==> config.mk <==
export PLATFORM = sky130hd
export DESIGN_NAME = sign_narrow_flat
export DESIGN_NICKNAME = d
export VERILOG_FILES = /design/src/rtl/sign_narrow_pkg.sv /design/src/rtl/sign_narrow_if.sv /design/src/rtl/narrow_fifo2.sv /design/src/rtl/sign_narrow.sv /design/src/flat_wrapper.sv
export SDC_FILE = /design/constraint.sdc
export NUM_CORES = 1
export LEC_CHECK = 0
export CORE_UTILIZATION = 50
export DETAILED_ROUTE_END_ITERATION = 12
export GPL_ROUTABILITY_DRIVEN = 0
export PLACE_DENSITY_LB_ADDON = 0.15
export SLEW_MARGIN = 20
export SYNTH_ARGS = -nofsm -noshare
export SYNTH_HDL_FRONTEND = slang
export SYNTH_SLANG_ARGS = --single-unit
==> constraint.sdc <==
create_clock -name clk -period 2.8 [get_ports clk]
set_input_delay 0.84 -clock clk [delete_from_list [all_inputs] [get_ports clk]]
set_output_delay 0.84 -clock clk [all_outputs]
set_load 0.03 [all_outputs]
==> src/rtl/sign_narrow_pkg.sv <==
// Shared types and constants for the 32->16 signed narrowing block.
// SIGN_NARROW_SAT_EN selects saturation instead of truncation on overflow.
package sign_narrow_pkg;

    localparam int WORD_W = 32;
    localparam int HALF_W = 16;
    localparam logic [HALF_W-1:0] HALF_MAX = 16'h7FFF;
    localparam logic [HALF_W-1:0] HALF_MIN = 16'h8000;

    typedef struct packed {
        logic [HALF_W-1:0] data;
        logic              ovf;
    } entry_t;

    // Overflow when the top 17 bits are not a pure sign extension.
    function automatic entry_t narrow(input logic [WORD_W-1:0] w);
        entry_t e;
        e.ovf  = !((&w[WORD_W-1:HALF_W-1]) || !(|w[WORD_W-1:HALF_W-1]));
        e.data = w[HALF_W-1:0];
`ifdef SIGN_NARROW_SAT_EN
        if (e.ovf) begin
            e.data = w[WORD_W-1] ? HALF_MIN : HALF_MAX;
        end
`endif
        return e;
    endfunction

endpackage

==> src/rtl/sign_narrow_if.sv <==
// Valid/ready stream bundle: 32-bit words in, narrowed halfwords out.
interface sign_narrow_if;
    import sign_narrow_pkg::*;

    logic              in_valid;
    logic              in_ready;
    logic [WORD_W-1:0] in_data;
    logic              out_valid;
    logic              out_ready;
    logic [HALF_W-1:0] out_data;
    logic              out_ovf;

    modport master (
        output in_valid, in_data, out_ready,
        input  in_ready, out_valid, out_data, out_ovf
    );

    modport slave (
        input  in_valid, in_data, out_ready,
        output in_ready, out_valid, out_data, out_ovf
    );

endinterface

==> src/rtl/narrow_fifo2.sv <==
// Two-entry FIFO; slot 0 is always the head, in_ready is fully registered.
module narrow_fifo2 #(
    parameter int W = 17
) (
    input  logic         clk,
    input  logic         rst_n,
    input  logic         in_valid,
    output logic         in_ready,
    input  logic [W-1:0] in_data,
    output logic         out_valid,
    input  logic         out_ready,
    output logic [W-1:0] out_data
);

    logic [W-1:0] s0_q, s0_d;
    logic [W-1:0] s1_q, s1_d;
    logic [1:0]   cnt_q, cnt_d;
    logic         ready_q, ready_d;
    logic         push, pop;

    assign in_ready  = ready_q;
    assign out_valid = (cnt_q != 2'd0);
    assign out_data  = s0_q;
    assign push      = in_valid & ready_q;
    assign pop       = out_valid & out_ready;

    always_comb begin
        s0_d  = s0_q;
        s1_d  = s1_q;
        cnt_d = cnt_q;
        unique case ({push, pop})
            2'b11: begin
                if (cnt_q == 2'd1) begin
                    s0_d = in_data;
                end else begin
                    s0_d = s1_q;
                    s1_d = in_data;
                end
            end
            2'b01: begin
                s0_d  = s1_q;
                cnt_d = cnt_q - 2'd1;
            end
            2'b10: begin
                if (cnt_q == 2'd0) begin
                    s0_d = in_data;
                end else begin
                    s1_d = in_data;
                end
                cnt_d = cnt_q + 2'd1;
            end
            default: ;
        endcase
        // Ready reflects next occupancy, so out_ready never reaches in_ready
        ready_d = (cnt_d != 2'd2);
    end

    always_ff @(posedge clk or negedge rst_n) begin
        if (!rst_n) begin
            s0_q    <= '0;
            s1_q    <= '0;
            cnt_q   <= 2'd0;
            ready_q <= 1'b0;
        end else begin
            s0_q    <= s0_d;
            s1_q    <= s1_d;
            cnt_q   <= cnt_d;
            ready_q <= ready_d;
        end
    end

endmodule

==> src/rtl/sign_narrow.sv <==
// Narrows signed 32-bit words to 16 bits through a 2-deep FIFO, counting
// overflows. Define SIGN_NARROW_SAT_EN to saturate instead of truncate.
module sign_narrow
    import sign_narrow_pkg::*;
#(
    parameter int CNT_W = 16
) (
    input  logic             clk,
    input  logic             rst_n,
    sign_narrow_if.slave     bus,
    input  logic             clr_cnt,
    output logic [CNT_W-1:0] ovf_cnt
);

    entry_t            in_ent;
    entry_t            out_ent;
    logic              fifo_ready;
    logic              push;
    logic [CNT_W-1:0]  ovf_cnt_q, ovf_cnt_d;

    always_comb begin
        in_ent = narrow(bus.in_data);
    end

    narrow_fifo2 #(
        .W($bits(entry_t))
    ) u_fifo (
        .clk       (clk),
        .rst_n     (rst_n),
        .in_valid  (bus.in_valid),
        .in_ready  (fifo_ready),
        .in_data   (in_ent),
        .out_valid (bus.out_valid),
        .out_ready (bus.out_ready),
        .out_data  (out_ent)
    );

    assign bus.in_ready = fifo_ready;
    assign bus.out_data = out_ent.data;
    assign bus.out_ovf  = out_ent.ovf;
    assign push         = bus.in_valid & fifo_ready;
    assign ovf_cnt      = ovf_cnt_q;

    always_comb begin
        ovf_cnt_d = ovf_cnt_q;
        if (clr_cnt) begin
            ovf_cnt_d = '0;
        end else if (push && in_ent.ovf && !(&ovf_cnt_q)) begin
            ovf_cnt_d = ovf_cnt_q + 1'b1;
        end
    end

    always_ff @(posedge clk or negedge rst_n) begin
        if (!rst_n) begin
            ovf_cnt_q <= '0;
        end else begin
            ovf_cnt_q <= ovf_cnt_d;
        end
    end

endmodule

==> src/flat_wrapper.sv <==
// flat-port wrapper written by rule: the top's interface ports become plain ports
module sign_narrow_flat import sign_narrow_pkg::*;
#(
    parameter int CNT_W = 16
)
  (clk, rst_n, clr_cnt, ovf_cnt, bus_in_valid, bus_in_data, bus_out_ready, bus_in_ready, bus_out_valid, bus_out_data, bus_out_ovf);
  sign_narrow_if bus_i ();
  input  logic clk;
  input  logic rst_n;
  input  logic clr_cnt;
  output logic [CNT_W-1:0] ovf_cnt;
  input wire logic [$bits(bus_i.in_valid)-1:0] bus_in_valid;
  input wire logic [$bits(bus_i.in_data)-1:0] bus_in_data;
  input wire logic [$bits(bus_i.out_ready)-1:0] bus_out_ready;
  output wire logic [$bits(bus_i.in_ready)-1:0] bus_in_ready;
  output wire logic [$bits(bus_i.out_valid)-1:0] bus_out_valid;
  output wire logic [$bits(bus_i.out_data)-1:0] bus_out_data;
  output wire logic [$bits(bus_i.out_ovf)-1:0] bus_out_ovf;
  assign bus_i.in_valid = bus_in_valid;
  assign bus_i.in_data = bus_in_data;
  assign bus_i.out_ready = bus_out_ready;
  assign bus_in_ready = bus_i.in_ready;
  assign bus_out_valid = bus_i.out_valid;
  assign bus_out_data = bus_i.out_data;
  assign bus_out_ovf = bus_i.out_ovf;
  sign_narrow #(.CNT_W(CNT_W)) u_core (.clk(clk), .rst_n(rst_n), .bus(bus_i), .clr_cnt(clr_cnt), .ovf_cnt(ovf_cnt));
endmodule
==> results.ini, run 1 <==
[global_route]
grt_use_total = 0.237
grt_max_degree = 30
first_global_vias = 2494
grt_pass1_wl_um = 11800
antenna_found_initial = 0
overflow = 0

[detailed_routing]
drc_errors = 0
drt_first_iter_violations = 90
vias = 2591
routedWlPerCell_um = 16.4
wirelength_um = 7150
via_per_inst = 5.93
firstDrtPassIters = 4
ant_nets = 0

[power]
p_comb_frac = 0.565
p_clk_frac = 0.115
p_int_mw = 2.26
leakage_nw = 1.66
pwr-share-seq = 0.320
p_sw_mw = 1.58
irDropWorstVdd_v = 0.000583
switching_share = 0.412
powerDensity_nw_per_um2 = 940

[floorplan]
die-area_um2 = 6480
ios = 72
dieHeight_um = 80.5
std_cell_rows = 28
core_um2 = 5920
start_util = 0.520
dieWidth_um = 80.5

[worst_hold_path]
holdCritPathClass = flip-flop to flip-flop

[logic_synthesis]
netlist_area_um2 = 3080
synth_common_cells = dfrtp_1 (53), mux2_2 (17), mux2i_1 (17), a211oi_1 (16)
avgSynthCellArea_um2 = 11.0
yosysMostFrequentCell = dfrtp_1
synth_enable_flop_cells = 0
async_reset_ff_frac = 1.00
synth-seq-cells = 53
synth.distinct_cells = 47
synthTopCellsByArea = dfrtp_1 (43%), mux2_2 (6.2%), mux2i_1 (5.5%), a221oi_1 (4.3%), a211oi_1 (3.9%)
yosysTopAreaCell = dfrtp_1
ys_warn_count = 0
synth_top_area_frac = 0.430
synthCells = 280
synth_fp_nets = 323
yosysSeqAreaShare = 0.430
ys.flop_type = dfrtp_1

[layout]
antenna_cells = 0
nets = 405
area_growth_pct = 32.4
drive_above_1_share = 0.202

[worst_setup_path]
critPathRequiredTime_ns = 1.96
worst_path_max_delay_cell = clkdlybuf4s50_1
cp_max_fo = 4
crit_path_cell_trace = inv_1, ha_1, inv_1, clkdlybuf4s50_1
crit_path_end_kind = primary output
worst-setup-path-type = flip-flop to primary output
crit_arrival_ns = 1.81
startpoint_type = flip-flop
max_stage_delay_ns = 0.66
worst_path_most_repeated_cell = inv_1
crit_family = buffers and inverters
path_buf_inv = 3

[timing]
skew_ns = 0.00665
hold_viol = 0
drv_slew = 0
finalCritPeriodShare = 0.946
timing.hold.ws_ns = 0.486
slew_headroom = 0.515
worst_pin_slew_ns = 0.728
rsz0062_at_grt = no
max_freq_ghz = 0.377
fin_crit_ns = 2.65
final.setup.worst_slack_ns = 0.150
setup_viol = 0

[cts]
htreeDepth = 2
cts.hold.buffers_added = 0
cts_tree = yes
clk_path_buf_depth = 2
post_cts_buffers = 0
clk_pin_slew_worst_paths_ns = 0.10
ctsResizeCount = 0
cts_buffers = 5
clkLatencyLatePin_ns = 0.32
clockRootBuffer = clkbuf_8
cts.sinks = 53

[placed_design]
pre_cts_slack_ns = -0.00959
io_buffers = 71
hpwl_um = 5110

[status]
status = finished, final reports clean

[flow_run]
maxCapViolCount = 0

==> final timing paths <==
check                                                  startpoint                                     end  slack, ns  cells after the start
hold reg to reg            u_core.u_fifo.out_data[13]$_DFFE_PN0P_  u_core.u_fifo.out_data[13]$_DFFE_PN0P_       0.49                      1
min in group asynchronous                                   rst_n        u_core.u_fifo.cnt_q[1]$_DFF_PN0_       0.57                      1
max in group asynchronous                                   rst_n  u_core.u_fifo.out_data[11]$_DFFE_PN0P_       1.65                      2
setup reg to reg                 u_core.u_fifo.cnt_q[0]$_DFF_PN0_   u_core.u_fifo.out_data[0]$_DFFE_PN0P_       0.59                      9
setup / recovery                 u_core.u_fifo.cnt_q[0]$_DFF_PN0_                           bus_out_valid       0.15                      4
hold / removal             u_core.u_fifo.out_data[13]$_DFFE_PN0P_  u_core.u_fifo.out_data[13]$_DFFE_PN0P_       0.49                      1
==> sequential cells by signal, indices dropped and copies added, names as in the netlist <==
| signal | count |
|---|---|
| u_core.u_fifo.s1_q | 17 |
| u_core.u_fifo.in_ready | 1 |
| u_core.u_fifo.out_data | 17 |
| u_core.ovf_cnt | 16 |
| u_core.u_fifo.cnt_q | 2 |
==> layer usage <==
| metal | GRT usage | wire length, um |
|---|---|---|
| met1 | 0.308 | 3210 |
| met2 | 0.403 | 3600 |
| met3 | 0.0364 | 249 |
| met4 | 0.0768 | 88 |
| met5 | 0 | 0 |
==> metrics by stage <==
step                utilization  power, mW  area, um2  setup TNS (ns)  std cells
finish                    0.689       3.84       4080               0        437
detailed placement        0.675       3.41       3990         -0.0250        430
global placement          0.675       3.35       3990               0        430
global route              0.689       4.09       4080               0        437
CTS                       0.689       3.86       4080               0        437
floorplan                     -       2.64       3080               0        280
==> cell usage in the layout, fill, tap and decap left out, types with 2 or more instances in the layout <==
cell,n
ha_1,6
clkdlybuf4s50_1,70
inv_1,6
nor2b_1,8
mux2_4,7
nand3_1,7
nand2b_1,2
mux2i_1,17
nor4_1,3
buf_12,3
nand2_1,13
a221oi_1,15
a22oi_1,2
or4_1,7
buf_4,20
nor4_2,5
or3_1,3
nand4_1,7
clkbuf_8,5
a211oi_1,16
nor2_1,11
o31ai_1,7
dfrtp_1,53
o21ai_0,5
a21oi_1,9
a21oi_2,2
mux2_2,17
a21o_1,15
==> power groups by stage <==
stage	Clock, mW	Combinational [mW]	Sequential (mW)
3_3_place_gp	0	2.12	1.23
4_1_cts	0.451	2.18	1.23
6_report	0.440	2.17	1.23
3_5_place_dp	0	2.17	1.24
5_1_grt	0.479	2.34	1.27
2_1_floorplan	0	1.17	1.47
==> final cells by class <==
class                   count  area, um2
fillers                   485       1840
repair buffers             94        916
clock buffers               5       68.8
multi-input cells         201       1630
well taps                  75       93.8
clock inverters             2       16.3
flip-flops and latches     53       1330
inverters                   7       26.3
==> kinds of logic (layout without fill, tap and decap cells) <==
family	after synthesis	after routing	synth area share
adders and majority gates	6	6	0.0244
AOI/OAI and AO/OA	75	75	0.184
buffers and inverters	26	108	0.0414
muxes	41	41	0.151
and+or+nand+nor	79	79	0.168
DFF	53	53	0.430
Power figures use the tool's default switching activity.
==> run 2, diff against run 1 <==
- SLEW_MARGIN: 20 -> unset
==> results of run 2 <==
The final DEF is identical to that of run 1; final timing and power are the same.
==> run 3, diff against run 2 <==
- ABC_AREA: unset -> 0
==> results of run 3 <==
The final DEF is identical to that of run 1; final timing and power are the same.
